`config.mk`:
```
export PLATFORM = sky130hd
export DESIGN_NAME = float_to_int_seq
export DESIGN_NICKNAME = d
export VERILOG_FILES = /design/src/rtl/float_to_int_seq.sv
export SDC_FILE = /design/constraint.sdc
export NUM_CORES = 1
export LEC_CHECK = 0
export BUFFER_PORTS_ARGS = -buffer_cell sky130_fd_sc_hd__buf_2
export CAP_MARGIN = 20
export CORE_ASPECT_RATIO = 0.9
export CORE_UTILIZATION = 30
export DETAILED_ROUTE_END_ITERATION = 8
export GPL_TIMING_DRIVEN = 1
export SETUP_SLACK_MARGIN = 0.2
export SYNTH_ARGS = -nofsm -noshare
export SYNTH_HDL_FRONTEND = slang
export SYNTH_SLANG_ARGS = --single-unit
```
`constraint.sdc`:
```
create_clock -name clk -period 3.7 [get_ports clk]
set_clock_uncertainty 0.05 [all_clocks]
set_input_delay 0.37 -clock clk [delete_from_list [all_inputs] [get_ports clk]]
set_output_delay 0.37 -clock clk [all_outputs]
set_load 0.02 [all_outputs]
```
`src/rtl/float_to_int_seq.sv`:
```
// float_to_int_seq: 13-bit {sign, exp, 0.frac} float to 8-bit signed integer.
// One right-shift per cycle, truncating, with saturation and inexact flag.
module float_to_int_seq #(
    parameter int FRAC_W = 8,
    parameter int EXP_W  = 4
) (
    input  logic                    clk,
    input  logic                    reset_n,
    input  logic                    in_valid,
    output logic                    in_ready,
    input  logic [EXP_W+FRAC_W:0]   float_in,
    output logic                    out_valid,
    input  logic                    out_ready,
    output logic [FRAC_W-1:0]       int_out,
    output logic                    overflow,
    output logic                    inexact
);

    localparam int CNT_W = $clog2(FRAC_W + 1);

    localparam logic [FRAC_W-1:0] SAT_POS = {1'b0, {(FRAC_W-1){1'b1}}};
    localparam logic [FRAC_W-1:0] SAT_NEG = {1'b1, {(FRAC_W-1){1'b0}}};
    localparam logic [FRAC_W:0]   POS_LIM = {2'b00, {(FRAC_W-1){1'b1}}};
    localparam logic [FRAC_W:0]   NEG_LIM = {2'b01, {(FRAC_W-1){1'b0}}};

    typedef enum logic [1:0] {
        IDLE  = 2'd0,
        SHIFT = 2'd1,
        DONE  = 2'd2
    } state_t;

    state_t              state_q, state_d;
    logic                sign_q, sign_d;
    logic [FRAC_W:0]     mag_q, mag_d;
    logic [CNT_W-1:0]    cnt_q, cnt_d;
    logic                sticky_q, sticky_d;
    logic                ovf_pre_q, ovf_pre_d;
    logic                valid_q, valid_d;
    logic [FRAC_W-1:0]   int_q, int_d;
    logic                ovf_q, ovf_d;
    logic                inex_q, inex_d;

    logic                f_sign;
    logic [EXP_W-1:0]    f_exp;
    logic [FRAC_W-1:0]   f_frac;
    logic [31:0]         e_ext;
    logic [FRAC_W:0]     neg_mag;

    assign f_sign  = float_in[EXP_W+FRAC_W];
    assign f_exp   = float_in[FRAC_W +: EXP_W];
    assign f_frac  = float_in[FRAC_W-1:0];
    assign e_ext   = 32'(f_exp);
    assign neg_mag = -mag_q;

    assign in_ready  = (state_q == IDLE);
    assign out_valid = valid_q;
    assign int_out   = int_q;
    assign overflow  = ovf_q;
    assign inexact   = inex_q;

    // Next-state and datapath: accept, shift one bit per cycle, then saturate.
    always_comb begin
        state_d   = state_q;
        sign_d    = sign_q;
        mag_d     = mag_q;
        cnt_d     = cnt_q;
        sticky_d  = sticky_q;
        ovf_pre_d = ovf_pre_q;
        valid_d   = valid_q;
        int_d     = int_q;
        ovf_d     = ovf_q;
        inex_d    = inex_q;
        unique case (state_q)
            IDLE: begin
                if (in_valid) begin
                    sign_d   = f_sign;
                    mag_d    = {1'b0, f_frac};
                    sticky_d = 1'b0;
                    if (e_ext > 32'(FRAC_W)) begin
                        cnt_d     = '0;
                        ovf_pre_d = 1'b1;
                    end else begin
                        cnt_d     = CNT_W'(32'(FRAC_W) - e_ext);
                        ovf_pre_d = 1'b0;
                    end
                    state_d = SHIFT;
                end
            end
            SHIFT: begin
                if (cnt_q != '0) begin
                    mag_d    = mag_q >> 1;
                    sticky_d = sticky_q | mag_q[0];
                    cnt_d    = cnt_q - CNT_W'(1);
                end else begin
                    valid_d = 1'b1;
                    state_d = DONE;
                    if (ovf_pre_q) begin
                        int_d  = sign_q ? SAT_NEG : SAT_POS;
                        ovf_d  = 1'b1;
                        inex_d = 1'b0;
                    end else if (!sign_q && mag_q > POS_LIM) begin
                        int_d  = SAT_POS;
                        ovf_d  = 1'b1;
                        inex_d = 1'b0;
                    end else if (sign_q && mag_q > NEG_LIM) begin
                        int_d  = SAT_NEG;
                        ovf_d  = 1'b1;
                        inex_d = 1'b0;
                    end else begin
                        int_d  = sign_q ? neg_mag[FRAC_W-1:0]
                                        : mag_q[FRAC_W-1:0];
                        ovf_d  = 1'b0;
                        inex_d = sticky_q;
                    end
                end
            end
            DONE: begin
                if (out_ready) begin
                    valid_d = 1'b0;
                    state_d = IDLE;
                end
            end
            default: begin
                state_d = IDLE;
                valid_d = 1'b0;
            end
        endcase
    end

    // State and datapath registers; reset abandons any word in flight.
    always_ff @(posedge clk or negedge reset_n) begin
        if (!reset_n) begin
            state_q   <= IDLE;
            sign_q    <= 1'b0;
            mag_q     <= '0;
            cnt_q     <= '0;
            sticky_q  <= 1'b0;
            ovf_pre_q <= 1'b0;
            valid_q   <= 1'b0;
            int_q     <= '0;
            ovf_q     <= 1'b0;
            inex_q    <= 1'b0;
        end else begin
            state_q   <= state_d;
            sign_q    <= sign_d;
            mag_q     <= mag_d;
            cnt_q     <= cnt_d;
            sticky_q  <= sticky_d;
            ovf_pre_q <= ovf_pre_d;
            valid_q   <= valid_d;
            int_q     <= int_d;
            ovf_q     <= ovf_d;
            inex_q    <= inex_d;
        end
    end

endmodule

```
* Word-level counts from Yosys, hierarchy flattened
Cells that the tools add are included.
Operators by class: reduce and logical (&&, ||, !) cells 11, add/sub/neg operators 3, mux-type cells 29, magnitude comparators 3, bitwise logic cells 3, eq/ne operators 6
Operators by type and width (number):
- $mux W8 | 5
- $mux W9 | 2
- $pmux W9 S2 | 1
- $mux W4 | 3
- $mux W1 | 11
- $gt A9 B7 Y1 const B | 1
- $gt A9 B8 Y1 const B | 1
- $reduce_and A3 Y1 | 3
- $ne A2 B2 Y1 const B | 4
- $neg A8 Y8 | 1
- $pmux W4 S2 | 1
- $mux W2 | 3
- $pmux W2 S3 | 1
- $gt A4 B4 Y1 const B | 1
- $reduce_and A2 Y1 | 2
- $reduce_bool A4 Y1 | 1
- $sub A4 B1 Y4 const B | 1
- $sub A4 B4 Y4 const A | 1
- $pmux W1 S3 | 1
- $eq A2 B1 Y1 const B | 1
- $eq A2 B2 Y1 const B | 1
- $logic_and A1 B1 Y1 | 2
- $logic_not A2 Y1 | 1
- $not A1 Y1 | 2
- 4 further kinds | 4
Storage, ports and cells: word-level logic and storage cells 65, register bits after elaboration 29, input bits 17, output and inout bits 12

* Longest topological paths before layout
depth in word-level cells 5, gate-level depth with buffers 8, gate-level depth less buffers 7

* Worst setup path before layout
Ideal clock, no wire load.
path kind register -> register, start register cnt_q[0], end register mag_q[6], library setup time 130 ps, data arrival time 1723 ps, cell stages (with the launch flop) 9, setup slack 1797 ps, clock period less this slack 1903 ps, path buffers 1, required time 3520 ps, cell sequence dfrtp_1 inv_1 ha_1 nor3b_1 a211o_2 clkinv_1 buf_2 nor2_1 a31oi_1
Between the ends: cells in the longest elaborated chain, start to end 3
RTL lines:
- start: declaration | RTL line 35 | logic [CNT_W-1:0] cnt_q, cnt_d;
- start signal: assignment | RTL line 147 | cnt_q <= cnt_d;
- $reduce_bool A4 Y1 | RTL line 90 | if (cnt_q != '0) begin
- $ne A2 B2 Y1 (no line)
- $reduce_and A3 Y1 (no line)
- end signal: assignment | RTL line 146 | mag_q <= mag_d;
- end: declaration | RTL line 34 | logic [FRAC_W:0] mag_q, mag_d;
No other way between the ends. A chain may end at the register's enable or synchronous reset.

* Final worst setup path
start register cnt_q[0], end register cnt_q[0]
Between the ends: cells in the longest elaborated chain, start to end 3, elaborated cells on any way between the ends 6, those cells by class add/sub (1); eq/ne (1); mux (2); reduce/logical (2)
RTL lines (RTL line):
- $sub A4 B1 Y4 or $reduce_bool A4 Y1 (tied branches) | 93, 90
- $mux W4 or $ne A2 B2 Y1 (tied branches)
- $pmux W4 S2 or $reduce_and A3 Y1 (tied branches)
Several ways; a longest one is shown, not always the timed one. The select of a mux whose other input is x is not followed.

==> out/metrics.cfg <==
[global_route]
grt_antenna_before_repair = 0
grt_pass1_vias = 1230
grt_use_total = 0.142
grt_pass1_wl_um = 6070
grt.overflow.total = 0
largest_net_degree_at_the_start_of_global_routing = 29

[cts]
cts.htree.levels = 1
cts_resized = 0
root_cell_of_the_clock_tree = sky130_fd_sc_hd__clkbuf_8
cts.sink_count = 28
cts_made_buffers = 3
worst_skew_pair.late_latency_ps = 280
postCtsHoldBufs = 0
worst_setup_hold_path_clk_slew_ps = 100
clockBufferDepth = 2
cts_tree = built
cts_post_setup_buffers_inserted = 0

[place]
gp_congestion = 0.866
place.detailed.hpwl_um = 2710
port_buffers = 28
placed_cells = 266
post-place-ws_ps = 1280

[power_and_ir_drop]
power_density_nw_per_um2 = 948
irDropWorstVdd_v = 0.000251
leakagePower_uw = 0.000788

[floorplanning]
ioPinCount = 29
die-height_um = 71.2
design.core.area_um2 = 4980
floorplan.initialDensity = 0.320
rows = 24
die_area_um2 = 5610
die_width_um = 78.9

[synthesis]
syn_area_um2 = 1600
post-synth-top-area-cell = sky130_fd_sc_hd__dfrtp_1
post_synth.cell_area_avg_um2 = 8.81
synth-warning-count = 0
synthesis.nets = 202
post_synth_main_area_contributors = sky130_fd_sc_hd__dfrtp_1, sky130_fd_sc_hd__nand2_1, sky130_fd_sc_hd__nor2_1
syn-instance-count = 181
synth_cell_type_count = 44
synth_top_area_frac = 0.439
seq_area_frac_synth = 0.439
postSynthRegisterBits = 28

[final_layout]
post_route_cells_drive_above_1_share = 0.210
area_growth_syn_to_layout_pct = 15.1
utilization = 0.368
num_antenna_cells = 0
finalNetCount = 227
post_layout_nonfiller_instances = 270

[sta]
timing.fmax_ghz = 0.412
worst_pin_slew_ps = 826
drv_slew = 0
final.hold.worst_slack_ps = 44.3
total_negative_setup_slacks_ps = 0
total_setup_violations_reported_at_the_end_of_the_flow = 0
final_period_minus_worst_setup_slack_ps = 2430
postLayoutSetupSlackWorst_ps = 1270
grt_setup_unrepaired = no
final-hold-violation-count = 0
finalCritPeriodShare = 0.656
timing.slew.headroom = 0.447

[worst_setup_path]
crit_fanout = 17
critical_path_class = reg -> reg
timing.critical_path.arrival_ps = 2540
required_ps = 3810
element_type_at_the_critical_path_start = flip-flop
end_kind = flip-flop

[routing]
routed-wl-met3_um = 158
firstDrtPassIters = 4
post_drt_wl_per_cell_um = 13.7
drc_errors = 0
finalWirelength_um = 3710
dr_wl_met2_um = 1570
post_drt_via_cell_ratio = 5.01
ant_nets = 0
detail_route.iter0.violations = 124
wl_met1_um = 1930
vias = 1352
top_layer = met4

[run]
drv.max_cap_violation_count = 0

[worst_hold_path]
worstHoldPathType = in -> async

[outcome]
outcome = completed

-- metrics by stage --
stage | instance area [um^2] | power [uW]
5_1_grt | 1840 | 1890
2_1_floorplan | 1600 | 1330
4_1_cts | 1840 | 1750
6_report | 1840 | 1740
3_5_place_dp | 1780 | 1560
3_3_place_gp | 1780 | 1540
-- cells by family after synthesis --
logic type / count (synthesis) / share of synthesized area
compound gates: 49 / 0.205
xor+xnor: 4 / 0.0220
fa+ha+maj: 4 / 0.0314
buf+inv: 18 / 0.0486
flops: 28 / 0.439
mux: 2 / 0.0133
simple gates: 76 / 0.241
-- Yosys cell counts --
cell type                  number
sky130_fd_sc_hd__mux2_2         1
sky130_fd_sc_hd__buf_2          2
sky130_fd_sc_hd__nor3_2         1
sky130_fd_sc_hd__dfrtp_1       28
sky130_fd_sc_hd__ha_1           4
sky130_fd_sc_hd__nand4b_1       2
sky130_fd_sc_hd__clkinv_1       1
sky130_fd_sc_hd__clkbuf_1       6
sky130_fd_sc_hd__a311oi_1       1
sky130_fd_sc_hd__o31ai_1        1
sky130_fd_sc_hd__nor3b_1        2
sky130_fd_sc_hd__o22ai_1        3
sky130_fd_sc_hd__nand3_1        2
sky130_fd_sc_hd__o21ai_0       12
sky130_fd_sc_hd__nor3_1         3
sky130_fd_sc_hd__o21bai_1       1
sky130_fd_sc_hd__a311oi_2       1
sky130_fd_sc_hd__o221ai_1       1
sky130_fd_sc_hd__or3_1          2
sky130_fd_sc_hd__nand2b_1       5
sky130_fd_sc_hd__nor4_1         2
sky130_fd_sc_hd__xor2_1         3
sky130_fd_sc_hd__o211ai_1       2
sky130_fd_sc_hd__or4_4          1
sky130_fd_sc_hd__a21oi_1       11
sky130_fd_sc_hd__a211o_2        1
sky130_fd_sc_hd__o31ai_4        1
sky130_fd_sc_hd__a31oi_1       10
sky130_fd_sc_hd__mux2i_1        1
sky130_fd_sc_hd__or2_2          1
sky130_fd_sc_hd__or3b_2         2
sky130_fd_sc_hd__o41ai_1        1
sky130_fd_sc_hd__xnor2_1        1
sky130_fd_sc_hd__nand2_1       23
sky130_fd_sc_hd__nor2_1        21
sky130_fd_sc_hd__nand4_1        3
sky130_fd_sc_hd__buf_6          1
sky130_fd_sc_hd__inv_1          8
sky130_fd_sc_hd__and2_1         1
sky130_fd_sc_hd__nor4bb_1       1
sky130_fd_sc_hd__nor2b_1        3
sky130_fd_sc_hd__a32o_1         2
sky130_fd_sc_hd__o21a_1         1
sky130_fd_sc_hd__nor2_2         1
-- power by group --
group          leakage, uW  switching [uW]  internal [uW]
Clock            0.0000288            98.3           95.6
Sequential        0.000330             193            462
Combinational     0.000430             529            363
-- cells in the final DEF, fill, tap and decap left out, drive strengths merged, types with 5 or more instances in the layout --
cell,instances
a21oi,11
a31oi,10
buf,29
dfrtp,28
inv,8
nand2,23
nand2b,5
nor2,22
o21ai,12
-- layer usage --
| metal | vias to the layer above | global-route usage |
|---|---|---|
| met5 | - | 0 |
| met3 | 4 | 0.0335 |
| met2 | 30 | 0.207 |
| met1 | 626 | 0.203 |
| li1 | 692 | - |
| met4 | 0 | 0.0545 |
-- final timing paths --
path / cells past startpoint / end / slack, ps / start
worst max-delay path: 7 / cnt_q[0]$_DFFE_PN0P_ / 1270 / cnt_q[0]$_DFFE_PN0P_
worst min-delay path: 1 / out_valid$_DFFE_PN0P_ / 40 / reset_n
worst max register to register: 7 / cnt_q[0]$_DFFE_PN0P_ / 1270 / cnt_q[0]$_DFFE_PN0P_
worst min register to register: 2 / int_out[7]$_DFFE_PN0P_ / 430 / int_out[7]$_DFFE_PN0P_
max in group asynchronous: 1 / mag_q[0]$_DFFE_PN0P_ / 3140 / reset_n
min in group clk: 2 / sticky_q$_DFFE_PN0P_ / 250 / in_valid
-- final cells by class --
type,count,area [um^2]
fillers,542,3150
multi-input cells,135,817
flip-flops and latches,28,701
repair buffers,29,148
well taps,65,81.3
clock buffers,4,55.1
inverters,9,33.8
-- critical path: stages (launching register included) --
cell	delay (ps)
sky130_fd_sc_hd__dfrtp_1	410
sky130_fd_sc_hd__inv_1	70
sky130_fd_sc_hd__ha_1	190
sky130_fd_sc_hd__nor3b_1	520
sky130_fd_sc_hd__a211o_2	300
sky130_fd_sc_hd__clkinv_1	380
sky130_fd_sc_hd__mux2i_1	300
sky130_fd_sc_hd__o41ai_1	100
-- registers in the layout (all words and copies together) (netlist names), 2 cells and up --
register,flops
state_q,2
int_out,8
cnt_q,4
mag_q,8
(Power assumes the default switching activity.)
